===== config.mk =====
export PLATFORM = sky130hd
export DESIGN_NAME = line_engine
export DESIGN_NICKNAME = d
export VERILOG_FILES = /design/src/rtl/line_engine.sv
export SDC_FILE = /design/constraint.sdc
export NUM_CORES = 1
export LEC_CHECK = 0
export CAP_MARGIN = 10
export CELL_PAD_IN_SITES_DETAIL_PLACEMENT = 2
export CELL_PAD_IN_SITES_GLOBAL_PLACEMENT = 2
export CORE_AREA = 2 2 195 216
export DETAILED_ROUTE_END_ITERATION = 7
export DIE_AREA = 0 0 197 218
export DONT_BUFFER_PORTS = 1
export PLACE_DENSITY = 0.93
export SLEW_MARGIN = 0
export SYNTH_ARGS = -nofsm -noshare
export SYNTH_HDL_FRONTEND = slang
export SYNTH_SLANG_ARGS = --single-unit

===== constraint.sdc =====
create_clock -name clk -period 12.5 [get_ports clk]
set_input_delay 3.125 -clock clk [delete_from_list [all_inputs] [get_ports clk]]
set_output_delay 3.125 -clock clk [all_outputs]
set_load 0.02 [all_outputs]

===== src/rtl/line_engine.sv =====
// Bresenham line rasterizer: latches endpoints/colour from CPU strobes and emits one
// frame-buffer pixel write per valid/ready handshake. Define LINE_ENGINE_CLIP_EN to skip off-screen points.
module line_engine #(
  parameter logic [31:0] FB_BASE = 32'h1080_0000,
  parameter int          H_RES   = 800,
  parameter int          V_RES   = 600
) (
  input  logic        clk,
  input  logic        rst,
  input  logic [9:0]  line_point,
  input  logic        line_x0_valid,
  input  logic        line_y0_valid,
  input  logic        line_x1_valid,
  input  logic        line_y1_valid,
  input  logic [31:0] line_color,
  input  logic        line_color_valid,
  input  logic        line_trigger,
  output logic        line_ready,
  output logic        pix_valid,
  input  logic        pix_ready,
  output logic [31:0] pix_addr,
  output logic [31:0] pix_data,
  output logic [3:0]  pix_we
);

  typedef enum logic [1:0] {IDLE, SETUP, DRAW} state_t;
  state_t state;

  logic [9:0]  cfg_x0, cfg_y0, cfg_x1, cfg_y1;
  logic [23:0] cfg_color;

  logic [9:0]  x0_p0, y0_p0, x1_p0, y1_p0;
  logic [23:0] color_p0;

  logic               steep_p1, yneg_p1;
  logic signed [11:0] x_end_p1, dx_p1, dy_p1, err_p1, cur_x_p1, cur_y_p1;

  logic [7:0] unused_color_hi;
  assign unused_color_hi = line_color[31:24];

  function automatic logic signed [11:0] abs12(input logic signed [11:0] v);
    return (v < 0) ? -v : v;
  endfunction

  function automatic logic [31:0] pix_address(input logic [9:0] px, input logic [9:0] py);
    return FB_BASE + {10'b0, py, px, 2'b00};
  endfunction

  // Setup stage: octant normalisation of the captured endpoints
  logic signed [11:0] ax0, ay0, ax1, ay1;
  logic signed [11:0] p0x, p0y, p1x, p1y;
  logic signed [11:0] s_x0, s_y0, s_x1, s_y1, s_dx, s_dy;
  logic               s_steep, s_yneg;
  logic [9:0]         s_px, s_py;

  always_comb begin
    ax0 = $signed({2'b00, x0_p0});
    ay0 = $signed({2'b00, y0_p0});
    ax1 = $signed({2'b00, x1_p0});
    ay1 = $signed({2'b00, y1_p0});
    s_steep = abs12(ay1 - ay0) > abs12(ax1 - ax0);
    p0x = s_steep ? ay0 : ax0;
    p0y = s_steep ? ax0 : ay0;
    p1x = s_steep ? ay1 : ax1;
    p1y = s_steep ? ax1 : ay1;
    if (p0x > p1x) begin
      s_x0 = p1x; s_y0 = p1y; s_x1 = p0x; s_y1 = p0y;
    end else begin
      s_x0 = p0x; s_y0 = p0y; s_x1 = p1x; s_y1 = p1y;
    end
    s_dx   = s_x1 - s_x0;
    s_dy   = abs12(s_y1 - s_y0);
    s_yneg = !(s_y0 < s_y1);
    s_px   = s_steep ? s_y0[9:0] : s_x0[9:0];
    s_py   = s_steep ? s_x0[9:0] : s_y0[9:0];
  end

  // Draw stage: next stepper point after the current one is consumed
  logic signed [11:0] t_err, n_x, n_y, n_err;
  logic [9:0]         n_px, n_py;

  always_comb begin
    t_err = err_p1 - dy_p1;
    n_x   = cur_x_p1 + 12'sd1;
    if (t_err < 0) begin
      n_y   = yneg_p1 ? cur_y_p1 - 12'sd1 : cur_y_p1 + 12'sd1;
      n_err = t_err + dx_p1;
    end else begin
      n_y   = cur_y_p1;
      n_err = t_err;
    end
    n_px = steep_p1 ? n_y[9:0] : n_x[9:0];
    n_py = steep_p1 ? n_x[9:0] : n_y[9:0];
  end

  logic s_vis, n_vis;
`ifdef LINE_ENGINE_CLIP_EN
  function automatic logic in_view(input logic [9:0] px, input logic [9:0] py);
    return (int'({22'b0, px}) < H_RES) && (int'({22'b0, py}) < V_RES);
  endfunction
  assign s_vis = in_view(s_px, s_py);
  assign n_vis = in_view(n_px, n_py);
`else
  localparam int unused_res = H_RES + V_RES;
  assign s_vis = 1'b1;
  assign n_vis = 1'b1;
`endif

  always_ff @(posedge clk) begin
    if (rst) begin
      state      <= IDLE;
      line_ready <= 1'b1;
      pix_valid  <= 1'b0;
      pix_we     <= 4'h0;
      pix_addr   <= '0;
      pix_data   <= '0;
      cfg_x0     <= '0;
      cfg_y0     <= '0;
      cfg_x1     <= '0;
      cfg_y1     <= '0;
      cfg_color  <= '0;
      x0_p0      <= '0;
      y0_p0      <= '0;
      x1_p0      <= '0;
      y1_p0      <= '0;
      color_p0   <= '0;
      steep_p1   <= 1'b0;
      yneg_p1    <= 1'b0;
      x_end_p1   <= '0;
      dx_p1      <= '0;
      dy_p1      <= '0;
      err_p1     <= '0;
      cur_x_p1   <= '0;
      cur_y_p1   <= '0;
    end else begin
      if (line_x0_valid)    cfg_x0    <= line_point;
      if (line_y0_valid)    cfg_y0    <= line_point;
      if (line_x1_valid)    cfg_x1    <= line_point;
      if (line_y1_valid)    cfg_y1    <= line_point;
      if (line_color_valid) cfg_color <= line_color[23:0];

      case (state)
        IDLE: begin
          if (line_trigger) begin
            x0_p0      <= cfg_x0;
            y0_p0      <= cfg_y0;
            x1_p0      <= cfg_x1;
            y1_p0      <= cfg_y1;
            color_p0   <= cfg_color;
            line_ready <= 1'b0;
            state      <= SETUP;
          end
        end
        SETUP: begin
          steep_p1  <= s_steep;
          yneg_p1   <= s_yneg;
          x_end_p1  <= s_x1;
          dx_p1     <= s_dx;
          dy_p1     <= s_dy;
          err_p1    <= s_dx >>> 1;
          cur_x_p1  <= s_x0;
          cur_y_p1  <= s_y0;
          pix_valid <= s_vis;
          pix_we    <= s_vis ? 4'hF : 4'h0;
          pix_addr  <= pix_address(s_px, s_py);
          pix_data  <= {8'h00, color_p0};
          state     <= DRAW;
        end
        DRAW: begin
          // A skipped (invisible) point advances as if it had been accepted
          if (!pix_valid || pix_ready) begin
            if (cur_x_p1 == x_end_p1) begin
              pix_valid  <= 1'b0;
              pix_we     <= 4'h0;
              line_ready <= 1'b1;
              state      <= IDLE;
            end else begin
              cur_x_p1  <= n_x;
              cur_y_p1  <= n_y;
              err_p1    <= n_err;
              pix_valid <= n_vis;
              pix_we    <= n_vis ? 4'hF : 4'h0;
              pix_addr  <= pix_address(n_px, n_py);
            end
          end
        end
        default: begin
          pix_valid  <= 1'b0;
          pix_we     <= 4'h0;
          line_ready <= 1'b1;
          state      <= IDLE;
        end
      endcase
    end
  end

endmodule


==> flow_summary.yaml, run 1 <==
run_status:
  status: "finished clean"
logic_synthesis:
  synth_edf_count: 0
  yosys.area_share.xor_xnor: 0.0550
  yosys.area_share.simple: 0.181
  ys_seq_area_frac: 0.314
  ys_warn_count: 0
  synthMuxAreaShare: 0.127
  synth_top_family_by_area: "simple AND/OR/NAND/NOR gates"
  synthFlopType: "dfxtp_1"
  synth_compound_area_frac: 0.171
  synth_area_per_cell_um2: 7.97
  syn_area_um2: 15800
  synth-adder-area-share: 0.0874
  async_reset_ff_frac: 0
  ys_ff_latch: 247
  netlist_instances: 1978
  ys_types: 71
final_layout:
  final_common_cell: "nand2_1"
  drive_above_1_share: 0.0650
  layout_common_cells: "nand2_1 (256), dfxtp_1 (247), nor2_1 (223), mux2i_1 (173), a21oi_1 (158)"
  final_nets: 2073
  area_growth_syn_to_layout_pct: 8.61
  n_antenna_cell: 0
clocking:
  cts_hold_buf: 0
  root_buffer: "clkbuf_16"
  cts_sinks: 247
  clock_latency_ns: 0.58
  cts_buffer_depth: 3
  path_clk_slew_ns: 0.06
  htree_levels: 1
  cts_buffers: 28
  cts_tree: "yes"
setup_path:
  arrival_ns: 12.61
  worst_ep_required_time_ns: 12.98
  critPathLaunchType: "flip-flop"
  path_class: "reg2reg"
  slowest_delay_ns: 0.60
  slowest_stage: "mux2i_1"
  crit_fanout: 11
  end_kind: "flip-flop"
sta:
  hold_viol: 0
  period_share: 0.970
  fin_crit_ns: 12.13
  slew_violations: 0
  skew_ns: 0.0154
  tightest_slew_ns: 1.15
  tns_ns: 0
  relSlewSlack: 0.228
  fmax_ghz: 0.0825
  setup_viol: 0
global_route:
  grt_pass1_vias: 16339
  grtUsageTotal: 0.279
  grt.overflow.total: 0
  grt_max_degree: 249
  grt_pass1_wl_mm: 94.2
  antenna_found_initial: 0
place:
  dpl.hpwl_mm: 43.2
  place.gp.congestion: 0.887
  portBuffers: 0
hold_path:
  min_path_type: "reg2reg"
routing:
  wl_met1_mm: 24.4
  drc: 0
  routed-wl-met3_mm: 2.39
  vias: 14553
  drt-initial-drc-count: 785
  drtAntennaViolNets: 0
  first_pass_iters: 4
  wire_per_inst_um: 25.1
  vias_per_cell: 5.92
  highest_layer: "met4"
  drt-total-wl_mm: 61.6
  dr_wl_met2_mm: 31.8
floorplan:
  core-area_um2: 40800
  die_w_um: 197
  die_area_um2: 42900
  placementRows: 78
  io_pins: 121
  start_util: 0.387
  die_height_um: 218
job:
  cap_violations: 0
==> repair_timing <==
| action | in CTS | in global routing |
|---|---|---|
| buffers inserted | 0 | 7 |
| resized for setup | 0 | 4 |
| setup endpoints to repair | 0 | 10 |
==> layout make-up <==
class                   instances  area, um^2
fillers                      4590       23700
multi-input cells            1508        9940
flip-flops and latches        247        4940
clock buffers                  40         806
well taps                     520         651
inverters                     103         387
repair buffers                 29         234
clock inverters                12         160
==> cell families after synthesis <==
| group | count (synthesis) |
|---|---|
| and+or+nand+nor | 659 |
| AOI/OAI and AO/OA | 429 |
| DFF | 247 |
| buffers and inverters | 241 |
| muxes | 194 |
| adders and majority gates | 107 |
| xor gates and xnor gates | 99 |
| other | 2 |
==> worst paths after layout <==
path                                              from               endpoint  slack, ns  cells past startpoint
worst max-delay path             x1_p0[0]$_SDFFE_PP0P_  dy_p1[4]$_SDFFE_PP0P_       0.37                     48
worst min-delay path            cfg_y1[7]$_SDFFE_PP0P_  y1_p0[7]$_SDFFE_PP0P_       0.45                      2
worst max register to register   x1_p0[0]$_SDFFE_PP0P_  dy_p1[4]$_SDFFE_PP0P_       0.37                     48
worst min register to register  cfg_y1[7]$_SDFFE_PP0P_  y1_p0[7]$_SDFFE_PP0P_       0.45                      2
==> routing by layer <==
layer  vias up  global-route usage
li1       6627                   -
met1      7381               0.310
met2       377               0.522
met3       168              0.0379
met4         0               0.135
met5         -                   0
==> sequential cells by signal, summed over array words and instances (netlist names), 12 cells and up <==
| register | flops |
|---|---|
| cfg_color | 24 |
| pix_addr | 21 |
| cur_x_p1 | 12 |
| err_p1 | 12 |
| pix_data | 24 |
| dy_p1 | 12 |
| color_p0 | 24 |
| dx_p1 | 12 |
==> cells in the mapped netlist, types with 21 or more instances <==
cell      number  share of area
nand2b_1      28          0.011
a211oi_1      31          0.015
o21ai_0       77          0.024
nor3_1        29         0.0092
mux2i_1      174           0.11
inv_1        102          0.024
a31oi_1       24         0.0095
a21oi_1      160          0.051
nor2_1       224          0.053
buf_4         24          0.011
o211ai_1      25          0.012
nand2_1      258          0.061
dfxtp_1      247           0.31
o21bai_1      21          0.010
clkbuf_1      89          0.021
ha_1          99          0.079
xor2_1        52          0.029
xnor2_1       47          0.026
nand3_1       43          0.014
==> critical path, delay by kind of cell (launching register included) <==
family          cells  cell delay, ns
mux                 3            1.13
compound gates     23            5.61
xor+xnor            2            0.30
fa+ha+maj           6            2.19
buf+inv             4            0.41
simple gates       10            1.95
flops               1            0.39
==> per-stage QoR <==
step           worst slack (ns)   util  hold WS [ns]  std cells  area [um^2]
3_3_place_gp               1.34  0.394         0.433       2399        16100
3_5_place_dp              0.452  0.394         0.449       2399        16100
4_1_cts                   0.275  0.417         0.458       2451        17000
2_1_floorplan              2.40      -         0.429       1996        15800
5_1_grt                  -0.242  0.420         0.477       2459        17100
6_report                  0.373  0.420         0.450       2459        17100
Power of run 1 is not shown: default switching activity piles up to over one toggle a cycle in this logic, so the estimate is an artifact.
==> inputs of run 2 (changes only) <==
--- a/config.mk
+++ b/config.mk
@@ -12,7 +12,8 @@
 export DETAILED_ROUTE_END_ITERATION = 7
 export DIE_AREA = 0 0 197 218
 export DONT_BUFFER_PORTS = 1
-export PLACE_DENSITY = 0.93
+export PLACE_DENSITY_LB_ADDON = 0.05
+export SETUP_SLACK_MARGIN = 0.4
 export SLEW_MARGIN = 0
 export SYNTH_ARGS = -nofsm -noshare
 export SYNTH_HDL_FRONTEND = slang
==> run 2 against run 1 <==
Net effect:
- first-iteration DRC count is 35% lower
- sequential share of layout area shrank 0.24 points
- critical endpoint unchanged
- worst hold slack better by 0.0023 ns
- design area up 0.83%
- utilization grew 0.35 points
- flip-flop and latch count unchanged
- clock-buffer cell count is 2 higher
- worst setup slack improved by 0.86 ns
==> flow_summary.yaml, run 2 (synthesized netlist as in run 1, its figures left out) <==
clocking:
  clock_latency_ns: 0.59
  cts_tree: "yes"
  cts_sinks: 247
  path_clk_slew_ns: 0.06
  cts_buffers: 30
  htree_levels: 1
  cts_buffer_depth: 3
  root_buffer: "clkbuf_16"
setup_path:
  arrival_ns: 11.77
  critPathLaunchType: "flip-flop"
  crit_fanout: 12
  slowest_stage: "ha_1"
  r2r_cells: 48
  slowest_delay_ns: 0.56
  worst_ep_required_time_ns: 13.00
  path_class: "reg2reg"
  cp_common_cell: "a21oi_1"
  timing.rr.start: "x1_p0[0]$_SDFFE_PP0P_"
  end_kind: "flip-flop"
  r2r_slack_ns: 1.23
  r2r-end: "dy_p1[4]$_SDFFE_PP0P_"
routing:
  vias: 13693
  drt-total-wl_mm: 53.4
  drtAntennaViolNets: 0
  vias_per_cell: 5.55
  first_pass_iters: 4
  drt-initial-drc-count: 513
  wire_per_inst_um: 21.7
  drc: 0
sta:
  skew_ns: 0.0117
  fin_crit_ns: 11.27
  relSlewSlack: 0.278
  setup_ws_ns: 1.23
  slew_violations: 0
  period_share: 0.902
  rsz0062_at_grt: "no"
  setup_viol: 0
  tns_ns: 0
  hold_viol: 0
  tightest_slew_ns: 1.08
  fmax_ghz: 0.0887
  worst_hold_slack_ns: 0.452
final_layout:
  drive_above_1_share: 0.0683
  area_growth_syn_to_layout_pct: 9.51
  n_antenna_cell: 0
  top_regs: "cfg_color (24), color_p0 (24), pix_data (24)"
  layout_common_cells: "nand2_1 (256), dfxtp_1 (247), nor2_1 (223), mux2i_1 (174), a21oi_1 (159)"
  final_common_cell: "nand2_1"
  final_nets: 2081
run_status:
  status: "finished clean"
place:
  dpl.hpwl_mm: 38.6
  pre_cts_ws_ns: 1.07
  portBuffers: 0
  place.gp.congestion: 0.819
floorplan:
  core-area_um2: 40800
  io_pins: 121
  die_w_um: 197
  die_height_um: 218
  start_util: 0.387
  placementRows: 78
  die_area_um2: 42900
global_route:
  grt.overflow.total: 0
  antenna_found_initial: 0
  grt_pass1_wl_mm: 83.3
  grt_pass1_vias: 14681
  grtUsageTotal: 0.247
  grt_max_degree: 249
hold_path:
  min_path_type: "reg2reg"
  hold_depth: 2
  hold_start: "cfg_color[19]$_SDFFE_PP0P_"
  min_to: "color_p0[19]$_SDFFE_PP0P_"
job:
  cap_violations: 0
==> run 2: cell types whose count changed in the layout (fill, tap and decap cells not counted), moves of 2 or more <==
cell	before	now
clkinvlp_4	1	3
clkbuf_16	28	30
bufinv_16	3	6
inv_6	2	0
buf_4	27	33
==> run 2: critical path, delay by kind of cell, from the launching register on <==
kind	cells	cell delay [ns]
simple gates	10	1.59
flops	1	0.36
buf+inv	5	0.54
mux	3	0.96
compound gates	22	5.24
fa+ha+maj	6	2.10
xor+xnor	2	0.33
==> run 2: through the flow <==
| step | cell area, um^2 | std cells | util |
|---|---|---|---|
| 2_1_floorplan | 15800 | 1996 | - |
| 3_3_place_gp | 16100 | 2409 | 0.396 |
| 3_5_place_dp | 16100 | 2409 | 0.396 |
| 4_1_cts | 17200 | 2464 | 0.422 |
| 5_1_grt | 17300 | 2468 | 0.423 |
| 6_report | 17300 | 2468 | 0.423 |
==> run 2: routing by layer <==
metal,wire length (um),GRT usage,up-vias
met3,1420,0.0334,79
met2,26600,0.446,143
met4,1710,0.0882,0
met1,23700,0.299,6825
met5,0,0,-
li1,-,-,6646
==> run 2: timing repair <==
action / 4_1_cts / 5_1_grt
resized for setup: 0 / 4
buffers inserted: 0 / 4
hold buffers: 0 / 0
setup endpoints to repair: 0 / 10
==> run 2: worst max path at each step <==
stage	startpoint	to	slack, ns
floorplan	y0_p0[0]$_SDFFE_PP0P_	dy_p1[4]$_SDFFE_PP0P_	2.40
global placement	x1_p0[0]$_SDFFE_PP0P_	dy_p1[4]$_SDFFE_PP0P_	1.50
detailed placement	x1_p0[0]$_SDFFE_PP0P_	dy_p1[4]$_SDFFE_PP0P_	1.07
CTS	x1_p0[0]$_SDFFE_PP0P_	dy_p1[4]$_SDFFE_PP0P_	0.92
global route	x1_p0[0]$_SDFFE_PP0P_	dy_p1[4]$_SDFFE_PP0P_	0.38
finish	x1_p0[0]$_SDFFE_PP0P_	dy_p1[4]$_SDFFE_PP0P_	1.23
==> run 2: final cells by class <==
type	count	area (um^2)
sequential	247	4940
clock buffer	42	846
inverter	103	387
timing repair buffer	35	279
clock inverter	13	234
multi-input combinational	1508	9930
tap	520	651
fill	4662	23500
Power of run 2 is left out for the same reason.
==> inputs of run 3 (changes only) <==
--- a/config.mk
+++ b/config.mk
@@ -6,11 +6,9 @@
 export NUM_CORES = 1
 export LEC_CHECK = 0
 export CAP_MARGIN = 10
-export CELL_PAD_IN_SITES_DETAIL_PLACEMENT = 2
-export CELL_PAD_IN_SITES_GLOBAL_PLACEMENT = 2
-export CORE_AREA = 2 2 195 216
+export CORE_AREA = 2 2 162 180
 export DETAILED_ROUTE_END_ITERATION = 7
-export DIE_AREA = 0 0 197 218
+export DIE_AREA = 0 0 164 182
 export DONT_BUFFER_PORTS = 1
 export PLACE_DENSITY_LB_ADDON = 0.05
 export SETUP_SLACK_MARGIN = 0.4
==> run 3 against run 2 <==
Net effect:
- flip-flop and latch count is the same
- global-route usage is 2.2 points higher
- design area is 1.9% lower
- cell count down 6.8%
- wire length decreased by 24%
- fmax increased by 1.6%
- utilization grew 18 points
- critical endpoint unchanged
- clock skew grew 0.00092 ns
- first-iteration DRC count grew 57%
==> flow_summary.yaml, run 3 (synthesized netlist as in run 1, its figures left out) <==
sta:
  relSlewSlack: 0.344
  setup_viol: 0
  tns_ns: 0
  fin_crit_ns: 11.09
  tightest_slew_ns: 0.982
  period_share: 0.888
  skew_ns: 0.0126
  fmax_ghz: 0.0901
  hold_viol: 0
  rsz0062_at_grt: "no"
  slew_violations: 0
clocking:
  cts_buffer_depth: 3
  cts_hold_buf: 0
  cts_sinks: 247
  clock_latency_ns: 0.55
  cts_buffers: 27
  htree_levels: 1
  root_buffer: "clkbuf_16"
  cts_tree: "yes"
  path_clk_slew_ns: 0.06
routing:
  drc: 0
  drt-total-wl_mm: 40.5
  vias: 13115
  first_pass_iters: 5
  drt-initial-drc-count: 806
  wire_per_inst_um: 17.6
  drtAntennaViolNets: 0
  vias_per_cell: 5.70
setup_path:
  r2r_slack_ns: 1.41
  path_buf_inv: 4
  worst_ep_required_time_ns: 12.96
  slowest_stage: "a31oi_4"
  path_class: "reg2reg"
  startpoint: "x0_p0[0]$_SDFFE_PP0P_"
  critPathLaunchType: "flip-flop"
  critPathCapture: "dy_p1[4]$_SDFFE_PP0P_"
  timing.rr.start: "x0_p0[0]$_SDFFE_PP0P_"
  r2r-end: "dy_p1[4]$_SDFFE_PP0P_"
  crit_family: "compound AO/OA/AOI/OAI gates"
  slowest_delay_ns: 0.53
  crit_fanout: 16
  end_kind: "flip-flop"
  arrival_ns: 11.55
  cp.depth: 48
  cp_common_cell: "a21oi_1"
  r2r_cells: 48
hold_path:
  min_path_type: "reg2reg"
  hold_depth: 2
global_route:
  grtUsageTotal: 0.269
  grt_pass1_wl_mm: 64.8
  grt_pass1_vias: 12218
  grt.overflow.total: 0
  grt_max_degree: 249
  antenna_found_initial: 0
final_layout:
  layout_common_cells: "nand2_1 (256), dfxtp_1 (247), nor2_1 (223), mux2i_1 (173), a21oi_1 (159)"
  n_antenna_cell: 0
  top_regs: "cfg_color (24), color_p0 (24), pix_data (24)"
  final_nets: 2067
  area_growth_syn_to_layout_pct: 7.43
  final_common_cell: "nand2_1"
  drive_above_1_share: 0.0621
floorplan:
  io_pins: 121
  die_area_um2: 29800
  placementRows: 65
  die_height_um: 182
  start_util: 0.559
  core-area_um2: 28200
  die_w_um: 164
job:
  cap_violations: 0
place:
  place.gp.congestion: 0.885
  dpl.hpwl_mm: 28.9
  portBuffers: 0
run_status:
  status: "finished clean"
## run 3: cell types whose count changed in the layout (fill, tap and decap cells not counted), sizes merged
cell	change
buf	-11
clkbuf	-7
inv	+4
bufinv	+2
clkinv	-2
clkinvlp	-2
## run 3: worst min-delay path by stage
stage / startpoint / slack (ns) / endpoint
global placement: cfg_color[1]$_SDFFE_PP0P_ / 0.43 / color_p0[1]$_SDFFE_PP0P_
finish: cfg_color[0]$_SDFFE_PP0P_ / 0.45 / color_p0[0]$_SDFFE_PP0P_
global route: err_p1[3]$_SDFFE_PP0P_ / 0.46 / err_p1[3]$_SDFFE_PP0P_
CTS: cfg_color[8]$_SDFFE_PP0P_ / 0.45 / color_p0[8]$_SDFFE_PP0P_
detailed placement: cfg_color[3]$_SDFFE_PP0P_ / 0.44 / color_p0[3]$_SDFFE_PP0P_
floorplan: err_p1[4]$_SDFFE_PP0P_ / 0.43 / err_p1[4]$_SDFFE_PP0P_
## run 3: area by class of cell
type | instances | area [um^2]
fillers | 2575 | 11300
multi-input cells | 1508 | 9930
flip-flops and latches | 247 | 4940
clock buffers | 35 | 746
well taps | 368 | 460
inverters | 103 | 387
clock inverters | 15 | 293
repair buffers | 24 | 180
## run 3: what timing repair did
| item | in CTS | in global routing |
|---|---|---|
| setup endpoints to repair | 0 | 5 |
| setup buffers | 0 | 0 |
| gates resized for setup | 0 | 2 |
## run 3: worst reg2reg max path, delay by kind of cell (launching register included)
family	cells	cell delay, ns
multiplexers	3	1.03
AND/OR/NAND/NOR	10	1.65
AO/OA/AOI/OAI	23	5.22
flip-flops	1	0.40
XOR/XNOR	2	0.31
buffers and inverters	4	0.34
adder cells (fa/ha/maj)	6	2.04
## run 3: metrics by stage
step	instance area [um^2]	setup slack, ns	hold WS [ns]	std cells	util
2_1_floorplan	15800	2.40	0.429	1996	-
3_3_place_gp	15900	1.77	0.434	2250	0.563
3_5_place_dp	15900	1.57	0.437	2250	0.563
4_1_cts	16900	1.52	0.448	2300	0.600
5_1_grt	16900	0.452	0.464	2300	0.600
6_report	16900	1.41	0.450	2300	0.600
## run 3: metal layers
layer | share of wire | global-route usage | vias to the layer above
li1 | - | - | 6627
met1 | 0.45 | 0.363 | 6081
met2 | 0.46 | 0.436 | 329
met3 | 0.055 | 0.0413 | 78
met4 | 0.034 | 0.0926 | 0
met5 | 0 | 0 | -
Power of run 3 is left out for the same reason.
